**config.mk**
```make
export PLATFORM = sky130hd
export DESIGN_NAME = axil_decode_demux
export DESIGN_NICKNAME = d
export VERILOG_FILES = /design/src/rtl/axil_demux_pkg.sv /design/src/rtl/axil_demux_chan.sv /design/src/rtl/axil_decode_demux.sv
export SDC_FILE = /design/constraint.sdc
export NUM_CORES = 1
export LEC_CHECK = 0
export BUFFER_PORTS_ARGS = -buffer_cell sky130_fd_sc_hd__buf_4
export CAP_MARGIN = 20
export CORE_AREA = 2 2 156 158
export DETAILED_ROUTE_END_ITERATION = 8
export DIE_AREA = 0 0 158 160
export SYNTH_ARGS = -nofsm -noshare
export SYNTH_HDL_FRONTEND = slang
export SYNTH_HIERARCHICAL = 1
export SYNTH_SLANG_ARGS = --single-unit
```
**constraint.sdc**
```tcl
create_clock -name S_AXI_ACLK -period 5 [get_ports S_AXI_ACLK]
set_clock_uncertainty 0.15 [all_clocks]
set_input_delay 0.75 -clock S_AXI_ACLK [delete_from_list [all_inputs] [get_ports S_AXI_ACLK]]
set_output_delay 0.75 -clock S_AXI_ACLK [all_outputs]
set_load 0.01 [all_outputs]
```
**src/rtl/axil_demux_pkg.sv**
```systemverilog
// rtl/axil_demux_pkg.sv - response codes and address decode shared by the AXI-lite demux
package axil_demux_pkg;

    localparam logic [1:0] RESP_OKAY   = 2'b00;
    localparam logic [1:0] RESP_SLVERR = 2'b10;
    localparam logic [1:0] RESP_DECERR = 2'b11;

    localparam int MAX_AW = 64;
    localparam int MAX_NS = 16;
    localparam int VEC_W  = MAX_NS * MAX_AW;

    // Flattened vectors use an aw-bit stride; scanning downward lets the lowest match win.
    function automatic int decode(
        input logic [MAX_AW-1:0] addr,
        input logic [VEC_W-1:0]  addr_vec,
        input logic [VEC_W-1:0]  mask_vec,
        input int                aw,
        input int                ns
    );
        logic [MAX_AW-1:0] width_mask;
        logic [MAX_AW-1:0] base;
        logic [MAX_AW-1:0] mask;
        int hit;
        hit = ns;
        width_mask = (aw >= MAX_AW) ? {MAX_AW{1'b1}} : ((MAX_AW'(1) << aw) - MAX_AW'(1));
        for (int i = MAX_NS - 1; i >= 0; i--) begin
            base = MAX_AW'(addr_vec >> (i * aw));
            mask = MAX_AW'(mask_vec >> (i * aw));
            if ((i < ns) && (((addr & mask) & width_mask) == (base & width_mask))) begin
                hit = i;
            end
        end
        return hit;
    endfunction

endpackage

```
**src/rtl/axil_demux_chan.sv**
```systemverilog
// rtl/axil_demux_chan.sv - one request register stage plus outstanding-response counter
module axil_demux_chan
    import axil_demux_pkg::*;
#(
    parameter int PW         = 35,
    parameter int IDXW       = 2,
    parameter int NS         = 2,
    parameter int LANES      = 1,
    parameter int LGMAXBURST = 3
) (
    input  logic                  clk,
    input  logic                  rst,
    input  logic                  req_valid,
    input  logic [IDXW-1:0]       req_idx,
    input  logic [PW-1:0]         req_payload,
    output logic                  req_ready,
    output logic [LANES-1:0]      stage_valid,
    input  logic [LANES-1:0]      stage_ready,
    output logic [PW-1:0]         stage_payload,
    output logic [IDXW-1:0]       idx,
    input  logic                  resp_done,
    output logic                  busy
);

    localparam logic [LGMAXBURST-1:0] CNT_MAX     = '1;
    localparam logic [IDXW-1:0]       IDX_DEFAULT = IDXW'(NS);

    logic [LGMAXBURST-1:0] cnt;
    logic                  accept;

    assign busy = (cnt != '0);

    // Switching targets only when nothing is outstanding keeps responses in order.
    assign req_ready = !rst && (stage_valid == '0) && (cnt != CNT_MAX)
                       && (!busy || (idx == req_idx));
    assign accept = req_valid && req_ready;

    always_ff @(posedge clk or posedge rst) begin
        if (rst) begin
            stage_valid <= '0;
            idx         <= IDX_DEFAULT;
            cnt         <= '0;
        end else begin
            if (accept) begin
                stage_valid <= '1;
                idx         <= req_idx;
            end else begin
                stage_valid <= stage_valid & ~stage_ready;
            end
            if (accept && !resp_done) begin
                cnt <= cnt + 1'b1;
            end else if (!accept && resp_done) begin
                cnt <= cnt - 1'b1;
            end
        end
    end

    always_ff @(posedge clk or posedge rst) begin
        if (rst) begin
            stage_payload <= '0;
        end else if (accept) begin
            stage_payload <= req_payload;
        end
    end

endmodule

```
**src/rtl/axil_decode_demux.sv**
```systemverilog
// rtl/axil_decode_demux.sv - AXI-lite 1-to-(NS+1) decode demux; AXILDEMUX_INTERNAL_ERR_EN answers unmapped requests internally
module axil_decode_demux
    import axil_demux_pkg::*;
#(
    parameter int C_AXI_ADDR_WIDTH = 32,
    parameter int C_AXI_DATA_WIDTH = 32,
    parameter int NS               = 2,
    parameter logic [NS*C_AXI_ADDR_WIDTH-1:0] SLAVE_ADDR = {32'h0000_2000, 32'h0000_1000},
    parameter logic [NS*C_AXI_ADDR_WIDTH-1:0] SLAVE_MASK = {32'h0000_F000, 32'h0000_F000},
    parameter int LGMAXBURST       = 3
) (
    input  logic                               S_AXI_ACLK,
    input  logic                               S_AXI_ARESET,
    input  logic                               S_AXI_AWVALID,
    output logic                               S_AXI_AWREADY,
    input  logic [C_AXI_ADDR_WIDTH-1:0]        S_AXI_AWADDR,
    input  logic [2:0]                         S_AXI_AWPROT,
    input  logic                               S_AXI_WVALID,
    output logic                               S_AXI_WREADY,
    input  logic [C_AXI_DATA_WIDTH-1:0]        S_AXI_WDATA,
    input  logic [C_AXI_DATA_WIDTH/8-1:0]      S_AXI_WSTRB,
    output logic                               S_AXI_BVALID,
    input  logic                               S_AXI_BREADY,
    output logic [1:0]                         S_AXI_BRESP,
    input  logic                               S_AXI_ARVALID,
    output logic                               S_AXI_ARREADY,
    input  logic [C_AXI_ADDR_WIDTH-1:0]        S_AXI_ARADDR,
    input  logic [2:0]                         S_AXI_ARPROT,
    output logic                               S_AXI_RVALID,
    input  logic                               S_AXI_RREADY,
    output logic [C_AXI_DATA_WIDTH-1:0]        S_AXI_RDATA,
    output logic [1:0]                         S_AXI_RRESP,
    output logic [NS:0]                        M_AXI_AWVALID,
    input  logic [NS:0]                        M_AXI_AWREADY,
    output logic [C_AXI_ADDR_WIDTH-1:0]        M_AXI_AWADDR,
    output logic [2:0]                         M_AXI_AWPROT,
    output logic [NS:0]                        M_AXI_WVALID,
    input  logic [NS:0]                        M_AXI_WREADY,
    output logic [C_AXI_DATA_WIDTH-1:0]        M_AXI_WDATA,
    output logic [C_AXI_DATA_WIDTH/8-1:0]      M_AXI_WSTRB,
    input  logic [NS:0]                        M_AXI_BVALID,
    output logic [NS:0]                        M_AXI_BREADY,
    input  logic [2*(NS+1)-1:0]                M_AXI_BRESP,
    output logic [NS:0]                        M_AXI_ARVALID,
    input  logic [NS:0]                        M_AXI_ARREADY,
    output logic [C_AXI_ADDR_WIDTH-1:0]        M_AXI_ARADDR,
    output logic [2:0]                         M_AXI_ARPROT,
    input  logic [NS:0]                        M_AXI_RVALID,
    output logic [NS:0]                        M_AXI_RREADY,
    input  logic [C_AXI_DATA_WIDTH*(NS+1)-1:0] M_AXI_RDATA,
    input  logic [2*(NS+1)-1:0]                M_AXI_RRESP
);

    localparam int AW   = C_AXI_ADDR_WIDTH;
    localparam int DW   = C_AXI_DATA_WIDTH;
    localparam int SW   = DW / 8;
    localparam int IDXW = $clog2(NS + 1);
    localparam int WPW  = AW + 3 + DW + SW;
    localparam int RPW  = AW + 3;

    logic [IDXW-1:0] aw_dec, ar_dec, widx, ridx;
    logic            w_req_ready, r_req_ready, w_busy, r_busy;
    logic [1:0]      w_stage_valid, w_stage_ready;
    logic [0:0]      r_stage_valid, r_stage_ready;
    logic [WPW-1:0]  w_payload;
    logic [RPW-1:0]  r_payload;
    logic [NS:0]     wsel, rsel;
    logic            werr, rerr;
    logic            b_done, r_done;

    assign aw_dec = IDXW'(decode(MAX_AW'(S_AXI_AWADDR), VEC_W'(SLAVE_ADDR), VEC_W'(SLAVE_MASK), AW, NS));
    assign ar_dec = IDXW'(decode(MAX_AW'(S_AXI_ARADDR), VEC_W'(SLAVE_ADDR), VEC_W'(SLAVE_MASK), AW, NS));

    // AW and W are taken together so the stage always holds a complete write.
    assign S_AXI_AWREADY = w_req_ready && S_AXI_AWVALID && S_AXI_WVALID;
    assign S_AXI_WREADY  = S_AXI_AWREADY;

    axil_demux_chan #(
        .PW(WPW), .IDXW(IDXW), .NS(NS), .LANES(2), .LGMAXBURST(LGMAXBURST)
    ) u_wchan (
        .clk           (S_AXI_ACLK),
        .rst           (S_AXI_ARESET),
        .req_valid     (S_AXI_AWVALID && S_AXI_WVALID),
        .req_idx       (aw_dec),
        .req_payload   ({S_AXI_AWADDR, S_AXI_AWPROT, S_AXI_WDATA, S_AXI_WSTRB}),
        .req_ready     (w_req_ready),
        .stage_valid   (w_stage_valid),
        .stage_ready   (w_stage_ready),
        .stage_payload (w_payload),
        .idx           (widx),
        .resp_done     (b_done),
        .busy          (w_busy)
    );

    axil_demux_chan #(
        .PW(RPW), .IDXW(IDXW), .NS(NS), .LANES(1), .LGMAXBURST(LGMAXBURST)
    ) u_rchan (
        .clk           (S_AXI_ACLK),
        .rst           (S_AXI_ARESET),
        .req_valid     (S_AXI_ARVALID),
        .req_idx       (ar_dec),
        .req_payload   ({S_AXI_ARADDR, S_AXI_ARPROT}),
        .req_ready     (r_req_ready),
        .stage_valid   (r_stage_valid),
        .stage_ready   (r_stage_ready),
        .stage_payload (r_payload),
        .idx           (ridx),
        .resp_done     (r_done),
        .busy          (r_busy)
    );

    assign S_AXI_ARREADY = r_req_ready;
    assign {M_AXI_AWADDR, M_AXI_AWPROT, M_AXI_WDATA, M_AXI_WSTRB} = w_payload;
    assign {M_AXI_ARADDR, M_AXI_ARPROT} = r_payload;

`ifdef AXILDEMUX_INTERNAL_ERR_EN
    assign werr = (widx == IDXW'(NS));
    assign rerr = (ridx == IDXW'(NS));
`else
    assign werr = 1'b0;
    assign rerr = 1'b0;
`endif

    // One-hot port select; the default port drops out when errors are answered internally.
    always_comb begin
        wsel = '0;
        rsel = '0;
        for (int i = 0; i <= NS; i++) begin
            wsel[i] = (widx == IDXW'(i));
            rsel[i] = (ridx == IDXW'(i));
        end
        if (werr) wsel[NS] = 1'b0;
        if (rerr) rsel[NS] = 1'b0;
    end

    assign M_AXI_AWVALID    = wsel & {(NS+1){w_stage_valid[1]}};
    assign M_AXI_WVALID     = wsel & {(NS+1){w_stage_valid[0]}};
    assign w_stage_ready[1] = werr || |(M_AXI_AWREADY & wsel);
    assign w_stage_ready[0] = werr || |(M_AXI_WREADY & wsel);
    assign M_AXI_ARVALID    = rsel & {(NS+1){r_stage_valid[0]}};
    assign r_stage_ready[0] = rerr || |(M_AXI_ARREADY & rsel);

    assign S_AXI_BVALID = w_busy && (werr || |(M_AXI_BVALID & wsel));
    assign M_AXI_BREADY = wsel & {(NS+1){S_AXI_BREADY && w_busy}};
    assign b_done       = S_AXI_BVALID && S_AXI_BREADY;

    assign S_AXI_RVALID = r_busy && (rerr || |(M_AXI_RVALID & rsel));
    assign M_AXI_RREADY = rsel & {(NS+1){S_AXI_RREADY && r_busy}};
    assign r_done       = S_AXI_RVALID && S_AXI_RREADY;

    always_comb begin
        S_AXI_BRESP = RESP_OKAY;
        S_AXI_RRESP = RESP_OKAY;
        S_AXI_RDATA = '0;
        for (int i = 0; i <= NS; i++) begin
            if (wsel[i]) S_AXI_BRESP = M_AXI_BRESP[2*i +: 2];
            if (rsel[i]) begin
                S_AXI_RRESP = M_AXI_RRESP[2*i +: 2];
                S_AXI_RDATA = M_AXI_RDATA[i*DW +: DW];
            end
        end
        if (werr) S_AXI_BRESP = RESP_DECERR;
        if (rerr) S_AXI_RRESP = RESP_DECERR;
    end

endmodule
```
# Word-level counts from Yosys, hierarchy flattened
# Cells that the tools add are included.
[totals]
in_bits = 236
reg_bits = 119
word_cells = 100
[op_classes]
bitwise = 15
n_mux = 19
n_reduce_logical = 42
n_eq_ne = 12
add_sub_neg = 4
[ops]
columns = ["cell", "count"]
rows = [
  ["$mux 32", 3],
  ["$and 3x3->3", 10],
  ["$mux 2", 11],
  ["$logic_and 1x1->1", 21],
  ["$reduce_or 3->1", 5],
  ["$mux 3", 4],
  ["$eq 4x1->1 const B", 2],
  ["$eq 4x2->1 const B", 2],
  ["$logic_not 1->1", 7],
  ["$add 3x1->3 const B", 2],
  ["$logic_not 2->1", 3],
  ["$ne 3x3->1 const B", 2],
  ["$reduce_bool 3->1", 2],
  ["$sub 3x1->3 const B", 2],
  ["$eq 2x1->1 const B", 2],
  ["$eq 2x2->1", 2],
  ["$eq 2x2->1 const B", 2],
  ["$reduce_bool 2->1", 2],
  ["$and 2x2->2", 1],
  ["$logic_or 1x1->1", 2],
  ["$not 1->1", 2],
  ["$not 2->2", 1],
  ["$and 1x1->1", 1],
  ["$mux 1", 1],
]

# Longest topological paths before layout
[depth]
word_depth = 11
ltp_mapped = 13

# By module
# The synthesis kept the hierarchy.
[modules_own_cells]
columns = ["mod", "area_each_um2", "cells_each", "instances"]
rows = [
  ["axil_demux_chan (u_wchan)", 3330.7, 183, 1],
  ["axil_demux_chan (u_rchan)", 2422.3, 242, 1],
  ["axil_decode_demux", 1336.3, 171, 1],
]

# Worst setup path after synthesis
# No wires, ideal clock.
[synth_path]
path_kind = "input -> register"
start = "input port S_AXI_ARADDR[12]"
end = "register u_rchan.cnt[2]"
setup_time_ps = 79
arrival_time_ps = 2861
path_stages = 13
slack_ps = 1910
path_buffers = 2
cell_sequence = "xnor2_1 > or3_1 > xor2_1 > o21a_1 > buf_6 > buf_6 > nor2_1 > ha_1 > inv_1 > fa_1 > xor2_1 > nor2_1 > xor2_1"
[synth_via]
elab_chain_cells = 10
[synth_lines]
columns = ["item", "line_no", "rtl"]
rows = [
  ["from (decl)", "axil_decode_demux.sv:27", "input logic [C_AXI_ADDR_WIDTH-1:0] S_AXI_ARADDR,"],
  ["$eq 4x2->1", "axil_demux_pkg.sv:29", "if ((i < ns) && (((addr & mask) & width_mask) == (base & width_mask))) begin"],
  ["$mux 2", "axil_demux_pkg.sv:29", ""],
  ["$mux 2 (*)", "axil_demux_pkg.sv:29", ""],
  ["net ar_dec[1]", "axil_decode_demux.sv:61", "logic [IDXW-1:0] aw_dec, ar_dec, widx, ridx;"],
  ["$eq 2x2->1 (*)", "axil_demux_chan.sv:35", "&& (!busy || (idx == req_idx));"],
  ["$logic_or 1x1->1 (*)", "axil_demux_chan.sv:35", ""],
  ["$logic_and 1x1->1 (*)", "axil_demux_chan.sv:35", ""],
  ["$logic_and 1x1->1 (*)", "axil_demux_chan.sv:36", "assign accept = req_valid && req_ready;"],
  ["net u_rchan.accept", "axil_demux_chan.sv:29", "logic accept;"],
  ["$logic_not 1->1", "axil_demux_chan.sv:52", "end else if (!accept && resp_done) begin"],
  ["$logic_and 1x1->1", "axil_demux_chan.sv:52", ""],
  ["$reduce_bool 2->1 (no source line)", "--", ""],
  ["to (signal assigned)", "axil_demux_chan.sv:51", "cnt <= cnt + 1'b1;"],
  ["to (signal assigned)", "axil_demux_chan.sv:53", "cnt <= cnt - 1'b1;"],
  ["to (decl)", "axil_demux_chan.sv:28", "logic [LGMAXBURST-1:0] cnt;"],
]
# Mark *: on every way through the listed nets, which the timed path passes. The rest lies on a longest branch.
# A chain may end at the register's enable or synchronous reset.

# Worst setup path after layout
[layout_path]
start = "input port S_AXI_ARADDR[12]"
end = "output port S_AXI_ARREADY"
[layout_via]
elab_chain_cells = 6
[layout_lines]
columns = ["item", "line_no", "rtl"]
rows = [
  ["$eq 4x2->1", "axil_demux_pkg.sv:29", ""],
  ["$mux 2", "axil_demux_pkg.sv:29", ""],
  ["$mux 2 (*)", "axil_demux_pkg.sv:29", ""],
  ["net ar_dec[0]", "axil_decode_demux.sv:61", ""],
  ["$eq 2x2->1 (*)", "axil_demux_chan.sv:35", ""],
  ["$logic_or 1x1->1 (*)", "axil_demux_chan.sv:35", ""],
  ["$logic_and 1x1->1 (*)", "axil_demux_chan.sv:35", ""],
  ["to (decl)", "axil_decode_demux.sv:26", "output logic S_AXI_ARREADY,"],
]
# Marks and branches as above.

==> impl_metrics.yaml <==
run_status:
  status: "completed"
synth:
  netlist_area_sq_um: 7090
  ys_ff_latch: 119
  ys_types: 48
  syn_inst: 596
  post_synth_and_or_nand_nor_area_fraction_pct: 10.3
  synth_flop_cell: "dfrtp_1"
  synth_sequential_area_ratio_pct: 42.0
  syn_avg_cell_area_sq_um: 11.9
  synth_edf_count: 0
  synth_nets: 836
  synth-async-reset-ratio_pct: 100
  synth-compound-area-share_pct: 17.3
  synth_top_family_by_area: "multiplexers"
  synth_warnings: 6
  synthAdderAreaFrac_pct: 0.918
  synthMuxAreaShare_pct: 21.1
  synth-xor-area-share_pct: 1.48
critical_path:
  cp.arrival_ns: 2.65
  end_kind: "output port"
  crit_required_ns: 4.10
  crit_path_start_kind: "input port"
  critical_path_class: "input port to output port"
  critical_path.max_fanout: 17
routing:
  via_per_inst: 4.66
  drt-total-wl_um: 24800
  drc: 0
  firstDrtPassIters: 4
  drt-wirelength-per-cell_um: 19.0
  vias: 6085
  ant_nets: 0
  first_iter_violations: 222
finish:
  finalNetCount: 1211
  regArea_sq_um: 2980
  antennaDiodeCount: 0
  drive_above_1_share_pct: 62.9
  nFillCells: 2312
  syn2layout_area_growth_pct: 51.2
  multi_input_area_sq_um: 3650
  layout_common_cells: "buf_4, dfrtp_1, mux2_4"
  final_common_cell: "buf_4"
power_and_ir_drop:
  p_leak_nw: 4.94
  p_int_w: 0.00397
  pwr-share-comb_pct: 54.4
  switchingPower_w: 0.00260
  sw_frac_of_total_pct: 39.6
  seq_power_share_pct: 28.0
  p_clk_share_pct: 17.7
  power.density_nw_per_um2: 613
  ir_worst_vdd_mv: 0.299
  power_w: 0.00657
flow_run:
  cap_viol_max_count: 0
grt:
  antenna_found_initial: 0
  grt_max_degree: 52
  grt-ovfl-total: 0
  grt_first_pass_wirelength_um: 36200
  grt_use_total_pct: 18.9
  grt_pass1_vias: 6261
cts:
  clock-sinks: 119
  hold_buffers: 0
  htreeDepth: 4
  numCtsBuffers: 17
  cts_tree: "yes"
  cts-root-buf: "clkbuf_16"
  cts_resized: 0
  post_cts_buffers: 0
  cts.path.max_buffers: 2
  clkSlewWorstSetupHoldPaths_ns: 0.06
  clkLatencyLatePin_ns: 0.41
placed_design:
  gp_congestion: 0.778
  port_buffers: 397
  dp_hpwl_um: 18900
timing:
  finalMaxSlewViolations: 0
  fin_tns_setup_ns: 0
  setup_viol: 0
  worstMarginPinSlew_ns: 0.892
  period_needed_ns: 3.55
  fmax_mhz: 282
  finalHoldViolCount: 0
  period_share_pct: 70.9
  holdWs_ns: 0.317
  rsz0062_at_grt: "false"
  slew-limit-headroom_pct: 40.5
floorplanning:
  die_area_sq_um: 25300
  ios: 398
  die_height_um: 160
  die_w_um: 158
  num_rows: 57
  start_util_pct: 29.8
  coreArea_sq_um: 23800
worst_hold_path:
  hold_path.class: "input port to async pin"
==> cells by family (layout without fill, tap and decap cells) <==
kind of cell               after synthesis  count (layout)
buffers and inverters                   65             452
AOI/OAI and AO/OA                      155             155
and+or+nand+nor                        124             124
DFF                                    119             119
muxes                                  117             117
xor gates and xnor gates                12              12
adders and majority gates                4               4
==> metal layers <==
metal / part of all wire [%] / routed length [um] / track usage (%) / vias up
met5: 0 / 0 / 0 / -
met4: 2.9 / 718 / 7.21 / 0
met3: 9.5 / 2350 / 6.59 / 29
met2: 51 / 12600 / 33.7 / 279
met1: 37 / 9180 / 20.4 / 2855
li1: - / - / - / 2922
==> through the flow <==
stage | area, sq um | util (%) | worst slack, ns | std cells
final | 10700 | 45.0 | 1.45 | 1307
after floorplan | 7090 | - | 1.91 | 596
after global placement | 10200 | 42.7 | 1.37 | 1276
after global routing | 10700 | 45.0 | 1.26 | 1307
after detailed placement | 10200 | 42.7 | 1.35 | 1276
after CTS | 10700 | 45.0 | 1.48 | 1307
==> path summary, 6_finish.rpt <==
check	startpoint	slack (ns)	end	cells after the start
max	S_AXI_ARADDR[12]	1.45	S_AXI_ARREADY	6
min	S_AXI_ARESET	0.32	u_rchan/stage_payload[9]	2
max reg2reg	u_wchan/idx[0]	2.07	u_wchan/stage_payload[7]	5
min reg2reg	u_wchan/cnt[2]	0.34	u_wchan/cnt[2]	1
max in group asynchronous	S_AXI_ARESET	3.39	u_wchan/stage_payload[16]	3
min in group S_AXI_ACLK	u_wchan/cnt[2]	0.34	u_wchan/cnt[2]	1
==> layout make-up <==
type,instances,area share (%)
clock inverter,11,0.946
inverter,10,0.362
multi-input combinational,412,34.0
tap,324,3.78
timing repair buffer,411,28.8
clock buffer,20,4.26
sequential,119,27.8
==> flip-flops by register name, summed over array words and instances (netlist names) <==
signal                 flops
u_rchan/cnt                3
u_rchan/idx                2
u_rchan/stage_payload     35
u_rchan/stage_valid        1
u_wchan/cnt                3
u_wchan/idx                2
u_wchan/stage_payload     71
u_wchan/stage_valid        2
==> synthesized netlist by cell type (4+ instances only) <==
library cell	count	area, sq um
dfrtp_1	117	2930
mux2_4	60	901
o21ai_1	46	230
o211ai_1	42	315
mux2i_1	40	400
nand3_1	37	185
o21ai_2	31	272
nand2_2	30	188
o211ai_2	28	350
clkbuf_1	23	86.3
mux2_2	15	169
nand2_1	12	45.0
buf_12	10	200
inv_1	10	37.5
xor2_1	8	70.1
buf_2	7	35.0
buf_4	6	45.0
buf_6	6	67.6
and2_1	5	31.3
and3_1	5	31.3
nor2b_1	5	31.3
nor3b_1	5	37.5
and3b_1	4	35.0
nor2_1	4	15.0
nor3_1	4	20.0
xnor2_1	4	35.0
==> power by group through the flow <==
stage / logic, W / clock network (W) / registers (W)
3_5_place_dp: 0.00364 / 0 / 0.00182
5_1_grt: 0.00385 / 0.00124 / 0.00191
4_1_cts: 0.00363 / 0.00120 / 0.00184
6_report: 0.00357 / 0.00116 / 0.00184
3_3_place_gp: 0.00359 / 0 / 0.00185
2_1_floorplan: 0.00212 / 0 / 0.00191
==> critical path, cell delays in order <==
cell     delay [ns]
buf_4          0.12
nor4b_1        0.57
xor2_2         0.70
o21ai_1        0.12
a22o_1         0.23
buf_4          0.15
No activity file was read; power rests on OpenSTA's default activity.
